$ cat config.mk
export PLATFORM = sky130hd
export DESIGN_NAME = store_buffer_flat
export DESIGN_NICKNAME = d
export VERILOG_FILES = /design/src/rtl/store_buffer_pkg.sv /design/src/rtl/store_buffer_if.sv /design/src/rtl/sb_overlap_chk.sv /design/src/rtl/store_buffer.sv /design/src/flat_wrapper.sv
export SDC_FILE = /design/constraint.sdc
export NUM_CORES = 1
export LEC_CHECK = 0
export ABC_AREA = 1
export CORE_MARGIN = 2
export CORE_UTILIZATION = 35
export DETAILED_ROUTE_END_ITERATION = 12
export PLACE_DENSITY_LB_ADDON = 0.1
export SLEW_MARGIN = 20
export SYNTH_ARGS = -nofsm -noshare
export SYNTH_HDL_FRONTEND = slang
export SYNTH_SLANG_ARGS = --single-unit
$ cat constraint.sdc
create_clock -name clk_in -period 4.7 [get_ports clk_in]
set_clock_uncertainty 0.2 [all_clocks]
set_input_delay 0.47 -clock clk_in [delete_from_list [all_inputs] [get_ports clk_in]]
set_output_delay 0.47 -clock clk_in [all_outputs]
set_load 0.01 [all_outputs]
$ cat src/rtl/store_buffer_pkg.sv
// Shared types, widths and size decoders for the store buffer.
package store_buffer_pkg;

  localparam int unsigned AddrW            = 32;
  localparam int unsigned DataW            = 32;
  localparam int unsigned TypeW            = 4;
  localparam int unsigned StoreBufferDepth = 8;

  typedef enum logic [TypeW-1:0] {
    TypeLb  = 4'd0,
    TypeLh  = 4'd1,
    TypeLw  = 4'd2,
    TypeLbu = 4'd3,
    TypeLhu = 4'd4,
    TypeSb  = 4'd5,
    TypeSh  = 4'd6,
    TypeSw  = 4'd7
  } inst_type_e;

  typedef enum logic [0:0] {
    StIdle  = 1'b0,
    StIssue = 1'b1
  } drain_state_e;

  // Bytes written by a store; unknown encodings are treated as a word.
  function automatic logic [2:0] st_size(logic [TypeW-1:0] t);
    case (t)
      TypeSb:  return 3'd1;
      TypeSh:  return 3'd2;
      default: return 3'd4;
    endcase
  endfunction

  // Bytes read by a load; unknown encodings are treated as a word.
  function automatic logic [2:0] ld_size(logic [TypeW-1:0] t);
    case (t)
      TypeLb, TypeLbu: return 3'd1;
      TypeLh, TypeLhu: return 3'd2;
      default:         return 3'd4;
    endcase
  endfunction

endpackage

$ cat src/rtl/store_buffer_if.sv
// Commit, memory-drain and load-check bundle of the store buffer.
// STORE_BUFFER_FWD_EN adds the load-forwarding outputs.
interface store_buffer_if import store_buffer_pkg::*; #(
  parameter int unsigned DEPTH = StoreBufferDepth,
  parameter int unsigned PTR_W = $clog2(DEPTH)
);
  logic             commit_en_in;
  logic [AddrW-1:0] commit_addr_in;
  logic [DataW-1:0] commit_data_in;
  logic [TypeW-1:0] commit_type_in;
  logic             full_out;
  logic             empty_out;
  logic [PTR_W:0]   count_out;
  logic             mem_en_out;
  logic [AddrW-1:0] mem_addr_out;
  logic [DataW-1:0] mem_wdata_out;
  logic [TypeW-1:0] mem_type_out;
  logic             mem_finish_in;
  logic             ld_chk_en_in;
  logic [AddrW-1:0] ld_addr_in;
  logic [TypeW-1:0] ld_type_in;
  logic             ld_conflict_out;
`ifdef STORE_BUFFER_FWD_EN
  logic             ld_fwd_hit_out;
  logic [DataW-1:0] ld_fwd_data_out;
`endif

  // Store buffer side.
  modport slave (
`ifdef STORE_BUFFER_FWD_EN
    output ld_fwd_hit_out, ld_fwd_data_out,
`endif
    input  commit_en_in, commit_addr_in, commit_data_in, commit_type_in,
    input  mem_finish_in, ld_chk_en_in, ld_addr_in, ld_type_in,
    output full_out, empty_out, count_out, mem_en_out, mem_addr_out,
    output mem_wdata_out, mem_type_out, ld_conflict_out
  );

  // ROB / RAM controller / load buffer side.
  modport master (
`ifdef STORE_BUFFER_FWD_EN
    input  ld_fwd_hit_out, ld_fwd_data_out,
`endif
    output commit_en_in, commit_addr_in, commit_data_in, commit_type_in,
    output mem_finish_in, ld_chk_en_in, ld_addr_in, ld_type_in,
    input  full_out, empty_out, count_out, mem_en_out, mem_addr_out,
    input  mem_wdata_out, mem_type_out, ld_conflict_out
  );

endinterface

$ cat src/rtl/sb_overlap_chk.sv
// Byte-range overlap / exact-match check between one store entry and a load.
module sb_overlap_chk import store_buffer_pkg::*; (
  input  logic [AddrW-1:0] st_addr_i,
  input  logic [TypeW-1:0] st_type_i,
  input  logic [AddrW-1:0] ld_addr_i,
  input  logic [TypeW-1:0] ld_type_i,
  input  logic             valid_i,
  output logic             overlap_o,
  output logic             exact_o
);

  logic [2:0]     st_sz, ld_sz;
  logic [AddrW:0] st_lo, st_hi, ld_lo, ld_hi;

  // One extra bit keeps end addresses near 2^32 from wrapping.
  always_comb begin
    st_sz     = st_size(st_type_i);
    ld_sz     = ld_size(ld_type_i);
    st_lo     = {1'b0, st_addr_i};
    ld_lo     = {1'b0, ld_addr_i};
    st_hi     = st_lo + {{(AddrW-2){1'b0}}, st_sz};
    ld_hi     = ld_lo + {{(AddrW-2){1'b0}}, ld_sz};
    overlap_o = valid_i && (ld_lo < st_hi) && (st_lo < ld_hi);
    exact_o   = valid_i && (st_addr_i == ld_addr_i) && (st_sz == ld_sz);
  end

endmodule

$ cat src/rtl/store_buffer.sv
// In-order store buffer between ROB commit and the byte-serial RAM controller.
// Optional STORE_BUFFER_FWD_EN: forward data to loads exactly matching the youngest store.
module store_buffer import store_buffer_pkg::*; #(
  parameter int unsigned DEPTH = StoreBufferDepth,
  parameter int unsigned PTR_W = $clog2(DEPTH)
) (
  input  logic clk_in,
  input  logic rst_n_in,
  input  logic rdy_in,
  input  logic rob_flush_in,
  store_buffer_if.slave sb_if
);

  logic [AddrW-1:0] addr_q [DEPTH];
  logic [DataW-1:0] data_q [DEPTH];
  logic [TypeW-1:0] type_q [DEPTH];
  logic [DEPTH-1:0] valid_q, valid_d;
  logic [PTR_W:0]   head_q, head_d, tail_q, tail_d;
  drain_state_e     state_q, state_d;

  logic             empty, full, push, pop;
  logic [PTR_W-1:0] head_idx, tail_idx;
  logic [DEPTH-1:0] ovl, exact;

  // Committed stores are architectural, so a flush never touches them.
  logic unused_flush;
  assign unused_flush = rob_flush_in;

  assign head_idx = head_q[PTR_W-1:0];
  assign tail_idx = tail_q[PTR_W-1:0];
  assign empty    = (head_q == tail_q);
  assign full     = (head_idx == tail_idx) && (head_q[PTR_W] != tail_q[PTR_W]);

  // Push/pop decode and pointer/valid next state.
  always_comb begin
    push    = rdy_in && sb_if.commit_en_in && !full;
    pop     = rdy_in && sb_if.mem_finish_in && !empty && (state_q == StIssue);
    head_d  = head_q + {{PTR_W{1'b0}}, pop};
    tail_d  = tail_q + {{PTR_W{1'b0}}, push};
    valid_d = valid_q;
    if (push) valid_d[tail_idx] = 1'b1;
    if (pop)  valid_d[head_idx] = 1'b0;
  end

  // Drain FSM: enter ISSUE as soon as the buffer will hold an entry.
  always_comb begin
    state_d = state_q;
    unique case (state_q)
      StIdle:  if (head_d != tail_d) state_d = StIssue;
      StIssue: if (head_d == tail_d) state_d = StIdle;
      default: state_d = StIdle;
    endcase
  end

  // Pointer, valid and FSM state; everything holds while rdy_in is low.
  always_ff @(posedge clk_in or negedge rst_n_in) begin
    if (!rst_n_in) begin
      head_q  <= '0;
      tail_q  <= '0;
      valid_q <= '0;
      state_q <= StIdle;
    end else if (rdy_in) begin
      head_q  <= head_d;
      tail_q  <= tail_d;
      valid_q <= valid_d;
      state_q <= state_d;
    end
  end

  // Entry payload; contents are only observed through valid_q / empty.
  always_ff @(posedge clk_in) begin
    if (push) begin
      addr_q[tail_idx] <= sb_if.commit_addr_in;
      data_q[tail_idx] <= sb_if.commit_data_in;
      type_q[tail_idx] <= sb_if.commit_type_in;
    end
  end

  assign sb_if.full_out      = full;
  assign sb_if.empty_out     = empty;
  assign sb_if.count_out     = tail_q - head_q;
  // Dropped during the finish cycle so the idle controller cannot restart the old store.
  assign sb_if.mem_en_out    = (state_q == StIssue) && !empty && !sb_if.mem_finish_in;
  assign sb_if.mem_addr_out  = empty ? '0 : addr_q[head_idx];
  assign sb_if.mem_wdata_out = empty ? '0 : data_q[head_idx];
  assign sb_if.mem_type_out  = empty ? '0 : type_q[head_idx];

  for (genvar i = 0; i < DEPTH; i++) begin : g_chk
    sb_overlap_chk u_chk (
      .st_addr_i (addr_q[i]),
      .st_type_i (type_q[i]),
      .ld_addr_i (sb_if.ld_addr_in),
      .ld_type_i (sb_if.ld_type_in),
      .valid_i   (valid_q[i]),
      .overlap_o (ovl[i]),
      .exact_o   (exact[i])
    );
  end

`ifdef STORE_BUFFER_FWD_EN
  logic             fwd_found, fwd_hit;
  logic [PTR_W-1:0] fwd_idx, scan_idx;
  logic [DataW-1:0] fwd_raw, fwd_ext;

  // Walk oldest to youngest so the last overlapping entry wins.
  always_comb begin
    fwd_found = 1'b0;
    fwd_idx   = '0;
    scan_idx  = '0;
    for (int unsigned i = 0; i < DEPTH; i++) begin
      scan_idx = head_idx + i[PTR_W-1:0];
      if (ovl[scan_idx]) begin
        fwd_found = 1'b1;
        fwd_idx   = scan_idx;
      end
    end
    fwd_hit = sb_if.ld_chk_en_in && fwd_found && exact[fwd_idx];
  end

  // Extend the forwarded store data to the load's width and signedness.
  always_comb begin
    fwd_raw = data_q[fwd_idx];
    case (sb_if.ld_type_in)
      TypeLb:  fwd_ext = {{(DataW-8){fwd_raw[7]}}, fwd_raw[7:0]};
      TypeLbu: fwd_ext = {{(DataW-8){1'b0}}, fwd_raw[7:0]};
      TypeLh:  fwd_ext = {{(DataW-16){fwd_raw[15]}}, fwd_raw[15:0]};
      TypeLhu: fwd_ext = {{(DataW-16){1'b0}}, fwd_raw[15:0]};
      default: fwd_ext = fwd_raw;
    endcase
  end

  assign sb_if.ld_fwd_hit_out  = fwd_hit;
  assign sb_if.ld_fwd_data_out = fwd_hit ? fwd_ext : '0;
  assign sb_if.ld_conflict_out = sb_if.ld_chk_en_in && (|ovl) && !fwd_hit;
`else
  logic unused_exact;
  assign unused_exact          = ^exact;
  assign sb_if.ld_conflict_out = sb_if.ld_chk_en_in && (|ovl);
`endif

endmodule
$ cat src/flat_wrapper.sv
// flat-port wrapper written by rule: the top's interface ports become plain ports
module store_buffer_flat import store_buffer_pkg::*;
#(
  parameter int unsigned DEPTH = StoreBufferDepth,
  parameter int unsigned PTR_W = $clog2(DEPTH)
)
  (clk_in, rst_n_in, rdy_in, rob_flush_in, sb_if_commit_en_in, sb_if_commit_addr_in, sb_if_commit_data_in, sb_if_commit_type_in, sb_if_mem_finish_in, sb_if_ld_chk_en_in, sb_if_ld_addr_in, sb_if_ld_type_in, sb_if_full_out, sb_if_empty_out, sb_if_count_out, sb_if_mem_en_out, sb_if_mem_addr_out, sb_if_mem_wdata_out, sb_if_mem_type_out, sb_if_ld_conflict_out);
  store_buffer_if #(.DEPTH(DEPTH), .PTR_W(PTR_W)) sb_if_i ();
  input  logic clk_in;
  input  logic rst_n_in;
  input  logic rdy_in;
  input  logic rob_flush_in;
  input wire logic [$bits(sb_if_i.commit_en_in)-1:0] sb_if_commit_en_in;
  input wire logic [$bits(sb_if_i.commit_addr_in)-1:0] sb_if_commit_addr_in;
  input wire logic [$bits(sb_if_i.commit_data_in)-1:0] sb_if_commit_data_in;
  input wire logic [$bits(sb_if_i.commit_type_in)-1:0] sb_if_commit_type_in;
  input wire logic [$bits(sb_if_i.mem_finish_in)-1:0] sb_if_mem_finish_in;
  input wire logic [$bits(sb_if_i.ld_chk_en_in)-1:0] sb_if_ld_chk_en_in;
  input wire logic [$bits(sb_if_i.ld_addr_in)-1:0] sb_if_ld_addr_in;
  input wire logic [$bits(sb_if_i.ld_type_in)-1:0] sb_if_ld_type_in;
  output wire logic [$bits(sb_if_i.full_out)-1:0] sb_if_full_out;
  output wire logic [$bits(sb_if_i.empty_out)-1:0] sb_if_empty_out;
  output wire logic [$bits(sb_if_i.count_out)-1:0] sb_if_count_out;
  output wire logic [$bits(sb_if_i.mem_en_out)-1:0] sb_if_mem_en_out;
  output wire logic [$bits(sb_if_i.mem_addr_out)-1:0] sb_if_mem_addr_out;
  output wire logic [$bits(sb_if_i.mem_wdata_out)-1:0] sb_if_mem_wdata_out;
  output wire logic [$bits(sb_if_i.mem_type_out)-1:0] sb_if_mem_type_out;
  output wire logic [$bits(sb_if_i.ld_conflict_out)-1:0] sb_if_ld_conflict_out;
  assign sb_if_i.commit_en_in = sb_if_commit_en_in;
  assign sb_if_i.commit_addr_in = sb_if_commit_addr_in;
  assign sb_if_i.commit_data_in = sb_if_commit_data_in;
  assign sb_if_i.commit_type_in = sb_if_commit_type_in;
  assign sb_if_i.mem_finish_in = sb_if_mem_finish_in;
  assign sb_if_i.ld_chk_en_in = sb_if_ld_chk_en_in;
  assign sb_if_i.ld_addr_in = sb_if_ld_addr_in;
  assign sb_if_i.ld_type_in = sb_if_ld_type_in;
  assign sb_if_full_out = sb_if_i.full_out;
  assign sb_if_empty_out = sb_if_i.empty_out;
  assign sb_if_count_out = sb_if_i.count_out;
  assign sb_if_mem_en_out = sb_if_i.mem_en_out;
  assign sb_if_mem_addr_out = sb_if_i.mem_addr_out;
  assign sb_if_mem_wdata_out = sb_if_i.mem_wdata_out;
  assign sb_if_mem_type_out = sb_if_i.mem_type_out;
  assign sb_if_ld_conflict_out = sb_if_i.ld_conflict_out;
  store_buffer #(.DEPTH(DEPTH), .PTR_W(PTR_W)) u_core (.clk_in(clk_in), .rst_n_in(rst_n_in), .rdy_in(rdy_in), .rob_flush_in(rob_flush_in), .sb_if(sb_if_i));
endmodule
# Word-level counts from Yosys, hierarchy flattened
# Memories as Yosys holds them, arrays and structs flattened.
# Index checks and enable logic that the tools add are counted.
[classes]
n_addsub = 12
n_mul = 0
div = 0
n_lt_le_gt_ge = 20
n_eq_ne = 24
n_shift = 0
mux = 23
bitwise = 4
n_reduce_logical = 34
[ops]
columns = ["operator", "n"]
rows = [
  ["$lt 32x33->1", 16],
  ["$add 32x3->33", 9],
  ["$eq 4x3->1 const B", 17],
  ["$mux 32", 2],
  ["$pmux 3 s2", 9],
  ["$logic_and 1x1->1", 27],
  ["$mux 8", 2],
  ["$add 4x1->4", 2],
  ["$and 8x8->8", 1],
  ["$eq 4x4->1", 2],
  ["$lt 3x4->1 const B", 2],
  ["$not 8->8", 1],
  ["$or 8x8->8", 1],
  ["$reduce_or 8->1", 1],
  ["$demux 1 s3", 2],
  ["$ge 3x1->1 const B", 2],
  ["$mux 1", 6],
  ["$eq 4x1->1 const B", 1],
  ["$eq 4x2->1 const B", 1],
  ["$logic_not 4->1", 1],
  ["$mux 4", 1],
  ["$ne 4x4->1", 1],
  ["$reduce_or 2->1", 2],
  ["$sub 4x4->4", 1],
  ["5 further kinds", 7],
]
[totals]
regBits = 17
latch_bits = 0
ramBits = 544
romBits = 0
input_bits = 111
output_inout_bits = 76
n_memories = 3
[memory_table]
columns = ["name", "words", "width", "rd", "rd_clocked_by_memory_dff", "wr", "line_no", "text"]
rows = [
  ["u_core.addr_q", 8, 32, 9, 0, 1, "store_buffer.sv:14", "logic [AddrW-1:0] addr_q [DEPTH];"],
  ["u_core.data_q", 8, 32, 1, 0, 1, "store_buffer.sv:15", "logic [DataW-1:0] data_q [DEPTH];"],
  ["u_core.type_q", 8, 4, 9, 0, 1, "store_buffer.sv:16", "logic [TypeW-1:0] type_q [DEPTH];"],
]

# Longest topological paths before layout
# An unclocked memory read counts as a cell.
[logic_depth]
word_depth = 9
mapped_depth = 33
mapped_depth_nobuf = 33

# Cells and area by module
# Synthesis repeated with hierarchy kept, for this count alone.
[hier_totals]
hier_cells = 6504
hier_area_um2 = 50577.3
[modules_own_cells]
columns = ["module", "n_inst", "cells_each", "area_per_inst_um2", "seq_area_each_um2"]
rows = [
  ["store_buffer", 1, 1798, 22141.2, 16761.1],
  ["sb_overlap_chk at u_core.g_chk[2].u_chk ...", 3, 583, 3529.6, 0.0],
  ["sb_overlap_chk at u_core.g_chk[0].u_chk ...", 2, 599, 3594.7, 0.0],
  ["sb_overlap_chk at u_core.g_chk[7].u_chk", 1, 605, 3693.5, 0.0],
  ["sb_overlap_chk at u_core.g_chk[1].u_chk", 1, 574, 3489.6, 0.0],
  ["sb_overlap_chk at u_core.g_chk[4].u_chk", 1, 580, 3474.6, 0.0],
]

# Worst setup path before layout
# Ideal clock, no wire load.
[synth_timing]
path_kind = "register to register"
from = "reg u_core.head_q[2]"
to = "mem u_core.addr_q[0][0], enable pin"
t_arrival_ps = 4292
required_time_ps = 4004
setup_slack_ps = -288
stages_incl_launch_ff = 9
path_buffers = 1
cell_sequence = "dfrtp_1 -> clkbuf_1 -> inv_1 -> ha_1 -> nand3_1 -> nor2_1 -> nor2_1 -> nand2_1 -> nor2_1"
[synth_via]
elab_chain_len = 6
[synth_lines]
columns = ["element", "line_no", "text"]
rows = [
  ["start: declaration", "store_buffer.sv:18", "logic [PTR_W:0] head_q, head_d, tail_q, tail_d;"],
  ["start signal: assignment", "store_buffer.sv:58", "head_q <= '0;"],
  ["start signal: assignment", "store_buffer.sv:63", "head_q <= head_d;"],
  ["$eq 3x3->1", "store_buffer.sv:32", "assign full = (head_idx == tail_idx) && (head_q[PTR_W] != tail_q[PTR_W]);"],
  ["$logic_and 1x1->1", "store_buffer.sv:32", ""],
  ["net sb_if_full_out", "flat_wrapper.sv:21", "output wire logic [$bits(sb_if_i.full_out)-1:0] sb_if_full_out;"],
  ["$logic_not 1->1", "store_buffer.sv:36", "push = rdy_in && sb_if.commit_en_in && !full;"],
  ["$logic_and 1x1->1", "store_buffer.sv:36", ""],
  ["$mux 1", "store_buffer.sv:72", "if (push) begin"],
  ["$mux 1 (implied by the code)", "store_buffer.sv:73", "addr_q[tail_idx] <= sb_if.commit_addr_in;"],
  ["end: declaration", "store_buffer.sv:14", ""],
]
# The timed path passes the listed nets, and every way through them passes these cells.

==> flow_summary.ini <==
[run_status]
status = complete, but fails checks
violations = setup timing

[die]
dieArea_sq_mm = 0.117
std_cell_rows = 124
die_x_um = 342
num_io_pins = 187
core_sq_mm = 0.114
chipHeight_um = 342
start_util = 0.352

[sta]
min_period_ns = 6.48
setup_tns_ns = -1.78
tightest_slew_ns = 1.13
setup-violations-final = 1
period_share = 1.38
max_freq_ghz = 0.154
layout_setup_ws_ns = -1.78
hold_viol_final = 0
rsz0062_at_grt = true
slew_viol_final = 0
slew_headroom = 0.244

[power]
total_power_mw = 20.5
ir_drop_mv = 0.418
leakage_nw = 22.1
p_per_area_mw_per_mm2 = 395

[routing]
drtAntennaViolNets = 0
route.detailed.drc = 0
wire_per_inst_um = 23.3
drtIter0Drc = 2710
vias_per_cell = 5.17
first_pass_iters = 6
num_vias = 35400
finalWirelength_um = 160000

[clocking]
htreeDepth = 3
cts-root-buf = clkbuf_16
clkLatencyLatePin_ns = 0.65
holdBufCountCts = 0
cts_made_buffers = 70
clockBufferDepth = 3
cts.clk_slew.worst_paths_ns = 0.06
cts_sinks = 561
tritoncts = yes

[yosys]
synth_top_area_frac = 0.408
synth_area_sq_mm = 0.0401
syn_nets = 5048
async_flop_share = 0.0303
synthFlopType = edfxtp_1
ys_ff_latch = 561
synth_area_per_cell_sq_um = 9.10
synthCells = 4405
ys_types = 59
yosysMostFrequentCell = nand2_1
synth_edf_count = 544
ys_top_cells_by_count = nand2_1, nor2_1, edfxtp_1
synth_top_area_cell = edfxtp_1
synth_warnings = 0
synth_area_leaders = edfxtp_1, ha_1, nand2_1
yosysSeqAreaShare = 0.418

[layout]
nets = 5939
syn2layout_area_growth_pct = 29.8
final_layout_size_suffix_gt1_frac = 0.196
antenna-diode-count = 0
n_fill_cell = 11200

[placed_design]
place_congestion = 0.952
post-place-ws_ns = -2.31
numPortBuffers = 185
hpwl_um = 123000

[worst_setup_path]
endpoint_kind = primary output
crit_arrival_ns = 5.81
cp_common_cell = nor2_4
worst-endpoint-required_ns = 4.03
slowest_stage = edfxtp_1
cpPeakStageDelay_ns = 0.37
path_max_fanout = 4
start_kind = flip-flop
path_class = flip-flop to primary output

[global_routing]
grt.total_usage = 0.270
antenna_found_initial = 5
grt_pass1_vias = 34800
grt_max_degree = 91
grt_pass1_wl_um = 232000
overflow = 0

[hold_path]
hp-class = primary input to async pin

[run]
drv_cap = 0
## cells by family after synthesis
group	after synthesis	synth area share
AND/OR/NAND/NOR	1729	0.195
AO/OA/AOI/OAI	844	0.120
buffers and inverters	505	0.0477
adder cells (fa/ha/maj)	532	0.168
XOR/XNOR	234	0.0511
flip-flops	561	0.418
## flip-flops by register name (all words and copies together), names as in the netlist
| name | flops |
|---|---|
| u_core.type_q | 32 |
| u_core.data_q | 256 |
| u_core.addr_q | 256 |
| u_core.state_q | 1 |
| u_core.head_q | 4 |
| u_core.valid_q | 8 |
| u_core.tail_q | 4 |
## path summary, 6_finish.rpt
path | start | to | slack [ns] | cells after the start
worst min register to register | u_core.valid_q[5]$_DFFE_PN0P_ | u_core.valid_q[5]$_DFFE_PN0P_ | 0.30 | 2
worst min-delay path | rst_n_in | u_core.tail_q[3]$_DFFE_PN0P_ | 0.09 | 1
worst max register to register | u_core.head_q[0]$_DFFE_PN0P_ | u_core.addr_q[4][17]$_DFFE_PP_ | 1.37 | 7
max in group asynchronous | rst_n_in | u_core.head_q[0]$_DFFE_PN0P_ | 3.59 | 1
min in group clk_in | u_core.valid_q[5]$_DFFE_PN0P_ | u_core.valid_q[5]$_DFFE_PN0P_ | 0.30 | 2
worst max-delay path | u_core.type_q[0][3]$_DFFE_PP_ | sb_if_ld_conflict_out | -1.78 | 36
## worst max-delay path: cells and delay by family (launching register included)
| kind | cells | cell delay [ns] |
|---|---|---|
| adder cells (fa/ha/maj) | 3 | 0.74 |
| AND/OR/NAND/NOR | 21 | 2.41 |
| flip-flops | 1 | 0.37 |
| XOR/XNOR | 1 | 0.21 |
| buffers and inverters | 9 | 1.10 |
| AO/OA/AOI/OAI | 2 | 0.28 |
## power breakdown
part	internal, mW	leakage (nW)	switching, mW
Clock	3.29	1.14	2.37
Combinational	3.48	15.8	5.22
Sequential	5.89	5.12	0.303
## through the flow
stage | hold slack [ns] | cell area [sq um] | instances | util
6_report | 0.0945 | 52000 | 6858 | 0.457
5_1_grt | 0.110 | 52000 | 6858 | 0.457
4_1_cts | 0.0757 | 51800 | 6857 | 0.455
3_5_place_dp | 0.289 | 49300 | 6731 | 0.433
3_3_place_gp | 0.293 | 49300 | 6731 | 0.433
2_1_floorplan | -0.0256 | 40100 | 4405 | -
## repair_timing
action / CTS / global route
gates resized for setup: 43 / 39
endpoints found under the setup margin: 1 / 1
pin swaps: 22 / 26
buffers inserted: 4 / 1
## routing by layer
layer,track usage,up-vias,wire (um),share of wire
met5,0,-,62,0.00039
met4,0.0871,10,5470,0.034
met3,0.0389,213,7890,0.049
met2,0.447,869,74000,0.46
met1,0.363,17100,72300,0.45
li1,-,17300,-,-
## cell usage in the layout (no fill, tap or decap), drive strengths merged, types with 2 or more instances in the layout
cell,instances
nor2,619
bufinv,8
a41oi,68
ha,522
nand3,137
edfxtp,544
o21ai,363
a21boi,8
a31oi,2
o22ai,14
o21a,10
a21o,9
buf,733
o211ai,22
nand3b,6
xnor2,65
inv,405
nor4b,4
a21oi,312
clkdlybuf4s50,184
nand2,713
nand4,95
clkbuf,87
dfrtp,17
clkinv,28
o21bai,11
o221ai,4
o31ai,2
or2,3
a211oi,15
nor3,123
and2,5
xor2,169
and3,2
fa,10
nor4,21
## area by class of cell
cell class,instances,area (sq um),area share
clock buffers,87,1870,0.0359
clock inverters,35,484,0.00931
inverters,407,1540,0.0296
multi-input cells,3339,21800,0.419
flip-flops and latches,561,16800,0.322
well taps,1512,1890,0.0364
repair buffers,917,7660,0.147
(Power assumes the default switching activity.)
